===== src/rtl/adc_frame_pkg.sv =====
// Shared types and constants for the ADC sample framer.
package adc_frame_pkg;

  // Serializer states, in the order bytes leave the block.
  typedef enum logic [2:0] {
    IDLE = 3'd0,
    SYNC = 3'd1,
    SEQ  = 3'd2,
    HI   = 3'd3,
    LO   = 3'd4,
    CSUM = 3'd5
  } ser_state_t;

  localparam logic [7:0] DEFAULT_SYNC_BYTE = 8'hA5;

  // Every sample travels as a 16-bit big-endian pair, zero-extended.
  localparam int SAMPLE_FRAME_W = 16;

  function automatic logic [7:0] sample_hi(input logic [SAMPLE_FRAME_W-1:0] s);
    return s[15:8];
  endfunction

  function automatic logic [7:0] sample_lo(input logic [SAMPLE_FRAME_W-1:0] s);
    return s[7:0];
  endfunction

endpackage


===== src/rtl/SampleFifo.sv =====
// First-word-fall-through sample FIFO; a pop frees a slot for a same-cycle push.
module SampleFifo #(
  parameter int WIDTH = 12,
  parameter int ABITS = 2
) (
  input  logic             clk,
  input  logic             rst,
  input  logic             push,
  input  logic [WIDTH-1:0] din,
  input  logic             pop,
  output logic [WIDTH-1:0] dout,
  output logic             full,
  output logic             empty
);

  localparam int DEPTH = 1 << ABITS;
  localparam logic [ABITS:0] FULL_COUNT = {1'b1, {ABITS{1'b0}}};

  logic [WIDTH-1:0] mem [DEPTH];
  logic [ABITS-1:0] wr_ptr;
  logic [ABITS-1:0] rd_ptr;
  logic [ABITS:0]   count;
  logic             do_push;
  logic             do_pop;

  assign empty   = (count == '0);
  assign full    = (count == FULL_COUNT);
  assign do_pop  = pop && !empty;
  assign do_push = push && (!full || do_pop);
  assign dout    = mem[rd_ptr];

  // Storage write; contents need no reset because count gates visibility.
  always_ff @(posedge clk) begin
    if (do_push) mem[wr_ptr] <= din;
  end

  // Pointer and occupancy bookkeeping.
  always_ff @(posedge clk or posedge rst) begin
    if (rst) begin
      wr_ptr <= '0;
      rd_ptr <= '0;
      count  <= '0;
    end else begin
      if (do_push) wr_ptr <= wr_ptr + 1'b1;
      if (do_pop)  rd_ptr <= rd_ptr + 1'b1;
      case ({do_push, do_pop})
        2'b10:   count <= count + 1'b1;
        2'b01:   count <= count - 1'b1;
        default: count <= count;
      endcase
    end
  end

endmodule


===== src/rtl/adc_sample_framer.sv =====
// Decimates ADC samples and serializes them into SYNC/seq/samples/XOR-checksum frames.
// Byte handshake: a byte moves when byte_valid_o && byte_ready_i at a rising edge;
// while valid is high and ready low, byte_o and byte_valid_o do not change.
module adc_sample_framer
  import adc_frame_pkg::*;
#(
  parameter int         DATA_W     = 12,
  parameter int         DECIM_LOG2 = 11,
  parameter int         MODE       = 0,
  parameter int         FRAME_LEN  = 8,
  parameter int         FIFO_ABITS = 2,
  parameter logic [7:0] SYNC_BYTE  = DEFAULT_SYNC_BYTE
) (
  input  logic              clk,
  input  logic              rst,
  input  logic [DATA_W-1:0] sample_i,
  input  logic              sample_valid_i,
  input  logic              sample_error_i,
  output logic [7:0]        byte_o,
  output logic              byte_valid_o,
  input  logic              byte_ready_i,
  input  logic              clr_i,
  output logic              overflow_o,
  output logic [7:0]        err_count_o,
  output logic [2:0]        state_o
);

  localparam int WIN_W = (DECIM_LOG2 > 0) ? DECIM_LOG2 : 1;
  localparam int ACC_W = DATA_W + DECIM_LOG2;

  // ---------------- decimator ----------------
  logic [WIN_W-1:0]  win;
  logic [ACC_W-1:0]  acc;
  logic [ACC_W-1:0]  acc_sum;
  logic              good;
  logic              bad;
  logic              win_last;
  logic              push_req;
  logic [DATA_W-1:0] push_data;

  assign good      = sample_valid_i && !sample_error_i;
  assign bad       = sample_valid_i && sample_error_i;
  assign win_last  = (DECIM_LOG2 == 0) || (win == {WIN_W{1'b1}});
  assign acc_sum   = acc + ACC_W'(sample_i);
  assign push_req  = good && win_last;
  assign push_data = (MODE == 1) ? DATA_W'(acc_sum >> DECIM_LOG2) : sample_i;

  // Window position and running sum advance on good samples only.
  always_ff @(posedge clk or posedge rst) begin
    if (rst) begin
      win <= '0;
      acc <= '0;
    end else if (good) begin
      win <= win_last ? '0 : win + 1'b1;
      acc <= win_last ? '0 : acc_sum;
    end
  end

  // ---------------- sample FIFO ----------------
  logic              fifo_pop;
  logic [DATA_W-1:0] fifo_dout;
  logic              fifo_full;
  logic              fifo_empty;
  logic              drop;

  SampleFifo #(.WIDTH(DATA_W), .ABITS(FIFO_ABITS)) u_fifo (
    .clk   (clk),
    .rst   (rst),
    .push  (push_req),
    .din   (push_data),
    .pop   (fifo_pop),
    .dout  (fifo_dout),
    .full  (fifo_full),
    .empty (fifo_empty)
  );

  // A pop in the same cycle makes room, so only a full, non-popping FIFO drops.
  assign drop = push_req && fifo_full && !fifo_pop;

  // Sticky flags; a set event outranks a coincident clear.
  always_ff @(posedge clk or posedge rst) begin
    if (rst) begin
      overflow_o  <= 1'b0;
      err_count_o <= 8'h00;
    end else begin
      if (drop)       overflow_o <= 1'b1;
      else if (clr_i) overflow_o <= 1'b0;
      if (bad) begin
        if (err_count_o != 8'hFF) err_count_o <= err_count_o + 8'h01;
      end else if (clr_i) begin
        err_count_o <= 8'h00;
      end
    end
  end

  // ---------------- serializer ----------------
  ser_state_t  state;
  ser_state_t  state_n;
  logic [7:0]  byte_n;
  logic        valid_n;
  logic [7:0]  seq;
  logic [7:0]  csum;
  logic [7:0]  cnt;
  logic        xfer;
  logic        last_sample;
  logic [15:0] head16;

  assign xfer        = byte_valid_o && byte_ready_i;
  assign last_sample = (cnt == 8'(FRAME_LEN - 1));
  assign head16      = 16'(fifo_dout);
  assign state_o     = state;

  // Next state and next registered byte/valid; defaults hold the current byte.
  always_comb begin
    state_n  = state;
    byte_n   = byte_o;
    valid_n  = byte_valid_o;
    fifo_pop = 1'b0;
    case (state)
      IDLE: if (!fifo_empty) begin
        state_n = SYNC;
        byte_n  = SYNC_BYTE;
        valid_n = 1'b1;
      end
      SYNC: if (xfer) begin
        state_n = SEQ;
        byte_n  = seq;
      end
      // Nothing pops before the first LO, so the head is present here.
      SEQ: if (xfer) begin
        state_n = HI;
        byte_n  = sample_hi(head16);
      end
      HI: begin
        if (xfer) begin
          state_n = LO;
          byte_n  = sample_lo(head16);
        end else if (!byte_valid_o && !fifo_empty) begin
          byte_n  = sample_hi(head16);
          valid_n = 1'b1;
        end
      end
      LO: if (xfer) begin
        fifo_pop = 1'b1;
        if (last_sample) begin
          state_n = CSUM;
          byte_n  = csum ^ byte_o;
        end else begin
          state_n = HI;
          valid_n = 1'b0;
        end
      end
      CSUM: if (xfer) begin
        state_n = IDLE;
        valid_n = 1'b0;
      end
      default: begin
        state_n = IDLE;
        valid_n = 1'b0;
      end
    endcase
  end

  // State, output registers, frame counter, sequence number and running checksum.
  always_ff @(posedge clk or posedge rst) begin
    if (rst) begin
      state        <= IDLE;
      byte_o       <= 8'h00;
      byte_valid_o <= 1'b0;
      seq          <= 8'h00;
      csum         <= 8'h00;
      cnt          <= 8'h00;
    end else begin
      state        <= state_n;
      byte_o       <= byte_n;
      byte_valid_o <= valid_n;
      if (xfer) begin
        case (state)
          SYNC:    begin csum <= seq; cnt <= 8'h00; end
          HI:      csum <= csum ^ byte_o;
          LO:      begin csum <= csum ^ byte_o; cnt <= cnt + 8'h01; end
          CSUM:    seq <= seq + 8'h01;
          default: ;
        endcase
      end
    end
  end

endmodule

===== config.mk =====
export PLATFORM = sky130hd
export DESIGN_NAME = adc_sample_framer
export DESIGN_NICKNAME = d
export VERILOG_FILES = /design/src/rtl/adc_frame_pkg.sv /design/src/rtl/SampleFifo.sv /design/src/rtl/adc_sample_framer.sv
export SDC_FILE = /design/constraint.sdc
export NUM_CORES = 1
export LEC_CHECK = 0
export CORE_UTILIZATION = 25
export CTS_CLUSTER_DIAMETER = 50
export DETAILED_ROUTE_END_ITERATION = 16
export SKIP_CTS_REPAIR_TIMING = 1
export SLEW_MARGIN = 10
export SYNTH_ARGS = -nofsm -noshare
export SYNTH_HDL_FRONTEND = slang
export SYNTH_HIERARCHICAL = 1
export SYNTH_SLANG_ARGS = --single-unit

===== constraint.sdc =====
create_clock -name clk -period 5.4 [get_ports clk]
set_input_delay 0.81 -clock clk [delete_from_list [all_inputs] [get_ports clk]]
set_output_delay 0.81 -clock clk [all_outputs]
set_load 0.02 [all_outputs]

==> results.toml, run 1 <==
[run_status]
status = "complete, no violations"

[timing]
drv_slew = 0
grt_setup_unrepaired = "false"
max_slew.worst_pin.slew_ns = 0.921
finClkSkew_ns = 0.00902
setup_tns_ns = 0
post-route-period-util_pct = 58.7
setup_violations = 0
holdWs_ns = 0.501
max_slew_margin_pct = 38.6
fin_crit_ns = 3.17
hold_viol_final = 0
fmax_mhz = 315

[critical_path]
crit_top_cell = "inv_1"
worst_path_largest_cell_delay_ns = 0.84
rrSetupSlack_ns = 2.23
cp-end-kind = "register"
reg2reg_from = "state_o[2]"
crit_required_ns = 5.63
startpoint_type = "register"
crit_buf_inv = 2
arrival_ns = 3.40
cp_max_fo = 23
critPathKind = "register to register"
worstPathCellList = "nor3b_1 -> nand2_1 -> inv_1 -> nand2b_1 -> or2_2 -> fa_1 -> inv_1 -> o21ai_0 -> o31ai_1"
critPathSlowestCell = "dfrtp_1"
rr_endpoint = "u_fifo/count[1]"
critPathTopFamily = "simple AND/OR/NAND/NOR gates"
reg2reg_depth = 9

[pwr]
pwr-share-comb_pct = 4.3
powerDensity_nw_per_um2 = 259
p_int_mw = 1.26
ir_drop_uv = 150
clkPwrFrac_pct = 40.6
seqPwrFrac_pct = 55.0
switching_share_pct = 23.9
p_sw_mw = 0.395
p_leak_nw = 2.48

[yosys]
ys_warn_count = 6
synthMuxAreaShare_pct = 9.91
yosysMostFrequentCell = "dfrtp_1"
synth_top_family_by_area = "simple AND/OR/NAND/NOR gates"
synth-compound-area-share_pct = 9.77
yosys.area_share.simple_pct = 15.1
synthAdderAreaFrac_pct = 2.22
ys.flop_type = "dfrtp_1"
ys_top_cells_by_area = "dfrtp_1, edfxtp_1, mux4_2"
syn-instance-count = 444
syn-num-nets = 471
yosys.area.top_type_share_pct = 29.1
ys_seq_area_share_pct = 55.7
synthArstFlopShare_pct = 56.8
syn_area_sq_um = 5420
avgSynthCellArea_sq_um = 12.2
synthTopCellsByCount = "dfrtp_1, edfxtp_1, nand2_1"
yosys.area.top_type = "dfrtp_1"
synth_edf_count = 48
yosysUniqueCellTypes = 58
ys_ff_latch = 111
synth_xor_area_share_pct = 4.53

[floorplan]
rows = 53
io_pins = 39
dieArea_sq_um = 22300
fp.dieH_um = 149
start_util_pct = 25.6
core_area_sq_um = 21200
fp.dieW_um = 149

[routing]
routedWlPerCell_um = 14.8
via_per_inst = 4.63
ant_nets = 0
dr.pass1.iters = 5
drcViolationCount = 0
num_vias = 3518
routed_wl_um = 11200
drtIter0Drc = 234

[clocking]
cts.sinks = 111
cts_htree_levels = 3
cts_root_buffer = "clkbuf_16"
cts_buffers = 9
cts_tree = "built"
cts_max_path_buffers = 2
clock_latency_ns = 0.36
clk_pin_slew_ns = 0.08

[run]
drv_cap = 0

[layout]
area_growth_pct = 17.8
fin_nets = 507
antenna_cells = 0
drive_gt1_share_pct = 11.3
fillers = 2092

[grt]
grt_pass1_wl_um = 18500
antenna_found_initial = 0
track_usage_pct = 10.7
grt_max_degree = 57
overflow = 0
grt_pass1_vias = 3504

[worst_hold_path]
hold_depth = 1
hold_end = "win[8]"
min_path_type = "register to register"
holdCritStartpoint = "win[8]"

[placed_design]
dp_hpwl_um = 7760
routabilityCongestion = 0.759
io_buffers = 38
-- cell usage in the layout, fill, tap and decap left out, types with 3 or more instances in the layout --
cell type | synthesis | layout
a21oi_1 | 12 | 12
a22oi_1 | 6 | 6
a32oi_1 | 4 | 4
and2_1 | 3 | 3
and2_2 | 4 | 4
and3_1 | 4 | 4
and4_1 | 3 | 3
clkbuf_16 | 0 | 9
clkdlybuf4s50_1 | 0 | 38
dfrtp_1 | 63 | 63
edfxtp_1 | 48 | 48
ha_1 | 8 | 8
inv_1 | 18 | 17
inv_6 | 0 | 4
mux2_2 | 9 | 9
mux2i_1 | 15 | 15
mux4_2 | 12 | 12
nand2_1 | 31 | 31
nand2b_1 | 11 | 11
nand3_1 | 13 | 13
nand4_1 | 6 | 6
nor2_1 | 25 | 25
nor2b_1 | 12 | 12
nor3_1 | 11 | 11
nor3b_1 | 6 | 6
o21a_1 | 3 | 3
o21ai_0 | 21 | 21
o22ai_1 | 7 | 7
o2bb2ai_1 | 9 | 9
or2_2 | 5 | 5
or3_1 | 4 | 4
xnor2_1 | 19 | 19
xor2_1 | 9 | 9
-- kinds of logic after synthesis --
kind of cell / Yosys count
AOI/OAI and AO/OA: 76
xor gates and xnor gates: 28
adders and majority gates: 9
buffers and inverters: 33
DFF: 111
muxes: 37
and+or+nand+nor: 150
-- flip-flops by register name (all words and copies together), names as in the netlist --
| register | cells |
|---|---|
| byte_o | 8 |
| byte_valid_o | 1 |
| cnt | 8 |
| csum | 8 |
| err_count_o | 8 |
| overflow_o | 1 |
| seq | 8 |
| state_o | 3 |
| u_fifo/count | 3 |
| u_fifo/mem | 48 |
| u_fifo/rd_ptr | 2 |
| u_fifo/wr_ptr | 2 |
| win | 11 |
-- how the worst max path moves through the flow --
| stage | start | end | slack [ns] | cells past startpoint |
|---|---|---|---|---|
| floorplan | sample_error_i | u_fifo/count[2] | 2.53 | 9 |
| global placement | byte_ready_i | u_fifo/count[1] | 2.09 | 10 |
| detailed placement | byte_ready_i | u_fifo/count[1] | 1.91 | 10 |
| CTS | state_o[2] | u_fifo/count[1] | 2.25 | 9 |
| global route | state_o[2] | u_fifo/count[2] | 2.05 | 9 |
| finish | state_o[2] | u_fifo/count[1] | 2.23 | 9 |
-- routing by layer --
metal / part of all wire [%] / vias up / track usage (%) / routed length, um
li1: - / 1707 / - / -
met1: 45 / 1732 / 13.5 / 5080
met2: 50 / 66 / 17.8 / 5590
met3: 3.5 / 13 / 2.39 / 395
met4: 1.5 / 0 / 4.03 / 169
met5: 0 / - / 0 / 0
-- through the flow --
stage | setup WS (ns) | cells | power, mW | area [sq um] | util [%]
after floorplan | 2.53 | 444 | 0.966 | 5420 | -
after global placement | 2.09 | 744 | 0.999 | 6080 | 28.7
after detailed placement | 1.91 | 744 | 1.00 | 6080 | 28.7
after CTS | 2.25 | 760 | 1.68 | 6380 | 30.2
after global routing | 2.05 | 760 | 1.71 | 6380 | 30.2
final | 2.23 | 760 | 1.66 | 6380 | 30.2
-- area by class of cell --
cell class                      instances  area [sq um]  area share [%]
Clock inverter                          7          78.8            1.24
Multi-Input combinational cell        300          2250            35.3
Sequential cell                       111          3020            47.3
Inverter                               18          67.6            1.06
Clock buffer                            9           225            3.53
Tap cell                              275           344            5.39
Timing Repair Buffer                   40           395            6.20
-- power by group through the flow --
stage	sequential, mW	combinational [mW]	clock [mW]
6_report	0.911	0.0717	0.672
2_1_floorplan	0.929	0.0370	0
3_3_place_gp	0.928	0.0709	0
5_1_grt	0.914	0.0814	0.719
4_1_cts	0.911	0.0735	0.694
3_5_place_dp	0.929	0.0730	0
Note: power is estimated with default switching activity, not from simulation.
==> run 2, diff against run 1 <==
==> constraint.sdc (replaced) <==
create_clock -name clk -period 2.92 [get_ports clk]
set_input_delay 0.438 -clock clk [delete_from_list [all_inputs] [get_ports clk]]
set_output_delay 0.438 -clock clk [all_outputs]
set_load 0.02 [all_outputs]
==> run 2 against run 1 <==
Final cell count increased by 1.4%. Clock skew increased by 0.0032 ns. Total power increased by 87%. First-iteration DRC count decreased by 21%. Combinational power increased by 87%. Routed wire length decreased by 3.1%. Sequential power increased by 86%. Register-to-register slack got worse by 1.7 ns. Sequential share of layout area decreased by 0.69 points. Sequential cell count unchanged. Critical path type is now primary input to register.
==> results.toml, run 2 (synthesis gave the netlist of run 1 again) <==
[grt]
track_usage_pct = 10.5
grt_pass1_vias = 3666
overflow = 0
grt_pass1_wl_um = 18200
antenna_found_initial = 0
grt_max_degree = 57

[pwr]
p_leak_nw = 2.54
ir_drop_uv = 268
powerDensity_nw_per_um2 = 477
p_int_mw = 2.34
p_sw_mw = 0.752
switching_share_pct = 24.3
seqPwrFrac_pct = 54.6
pwr-share-comb_pct = 4.4
clkPwrFrac_pct = 41.1

[timing]
max_slew.worst_pin.slew_ns = 0.736
max_slew_margin_pct = 51.0
setup_tns_ns = 0
timing.final.ws_setup_ns = 0.468
fmax_mhz = 408
drv_slew = 0
finClkSkew_ns = 0.0123
hold_viol_final = 0
post-route-period-util_pct = 84.0
setup_violations = 0
fin_crit_ns = 2.45
grt_setup_unrepaired = "false"
holdWs_ns = 0.397

[critical_path]
reg2reg_depth = 9
critPathKind = "primary input to register"
cp-end-kind = "register"
startpoint_type = "primary input"
cp_max_fo = 14
arrival_ns = 2.49
crit_required_ns = 2.96

[routing]
dr.pass1.iters = 4
ant_nets = 0
routed_wl_um = 10900
via_per_inst = 4.66
num_vias = 3594
drtIter0Drc = 186
drcViolationCount = 0
routedWlPerCell_um = 14.1

[clocking]
cts_root_buffer = "clkbuf_16"
cts_htree_levels = 3
clk_pin_slew_ns = 0.08
cts_tree = "built"
cts.sinks = 111
clock_latency_ns = 0.36
cts_max_path_buffers = 2
cts_buffers = 9

[layout]
area_growth_pct = 19.5
layout_common_cells = "dfrtp_1, edfxtp_1, clkdlybuf4s50_1"
regArea_sq_um = 3020
reg_top3 = "u_fifo/mem x48, win x11"
top_register = "u_fifo/mem"
multi_input_area_sq_um = 2250
final_common_cell = "dfrtp_1"
fillers = 2093
postLayoutCoreUtil_pct = 30.6
fin_cells = 771
antenna_cells = 0
drive_gt1_share_pct = 13.3
largest_register_ffs = 48
fin_nets = 518

[placed_design]
routabilityCongestion = 0.799
io_buffers = 38
dp_hpwl_um = 7730
dp_cells = 755
post-place-ws_ns = 0.0803

[floorplan]
rows = 53
dieArea_sq_um = 22300
fp.dieH_um = 149
fp.dieW_um = 149
start_util_pct = 25.6
io_pins = 39
core_area_sq_um = 21200

[worst_hold_path]
min_path_type = "primary input to async pin"

[run]
drv_cap = 0

[run_status]
status = "complete, no violations"
-- run 2: cell types whose count changed in the layout (fill, tap and decap cells not counted), sizes merged --
| cell | change |
|---|---|
| buf | +11 |
| clkinv | +2 |
| inv | -2 |
-- run 2: path summary, 6_finish.rpt --
| kind | from | end | slack [ns] |
|---|---|---|---|
| worst max-delay path | sample_error_i | u_fifo/mem[1][0] | 0.47 |
| worst min register to register | win[2] | win[2] | 0.50 |
| min in group clk | win[2] | win[2] | 0.50 |
| max in group asynchronous | rst | byte_o[7] | 1.77 |
| worst max register to register | state_o[0] | u_fifo/count[2] | 0.56 |
| worst min-delay path | rst | u_fifo/count[1] | 0.40 |
-- run 2: stage by stage --
| step | area [sq um] | total power, mW |
|---|---|---|
| floorplan | 5420 | 1.79 |
| CTS | 6480 | 3.13 |
| global route | 6480 | 3.21 |
| detailed placement | 6160 | 1.86 |
| global placement | 6160 | 1.85 |
| finish | 6480 | 3.09 |
-- run 2: area by class of cell --
| class | count | area share (%) |
|---|---|---|
| multi-input combinational | 300 | 34.8 |
| sequential | 111 | 46.6 |
| timing repair buffer | 51 | 7.38 |
| clock buffer | 9 | 3.48 |
| tap | 275 | 5.31 |
| inverter | 18 | 1.04 |
| clock inverter | 7 | 1.41 |
-- run 2: metal layers --
metal,GRT usage (%),part of all wire (%)
met5,0,0
met4,5.51,2.6
met3,2.45,3.0
met2,16.7,48
met1,13.2,46
-- run 2: power by group through the flow --
| stage | clock (mW) | combinational [mW] | sequential (mW) |
|---|---|---|---|
| 3_3_place_gp | 0 | 0.132 | 1.72 |
| 5_1_grt | 1.37 | 0.154 | 1.69 |
| 3_5_place_dp | 0 | 0.138 | 1.72 |
| 2_1_floorplan | 0 | 0.0684 | 1.72 |
| 4_1_cts | 1.31 | 0.138 | 1.69 |
| 6_report | 1.27 | 0.134 | 1.69 |
-- run 2: worst max-delay path, stage by stage --
cell	delay (ns)
clkdlybuf4s50_1	0.46
and2b_1	0.27
nand3_1	0.19
nor3_1	0.30
buf_4	0.27
o21a_4	0.19
and2_2	0.37
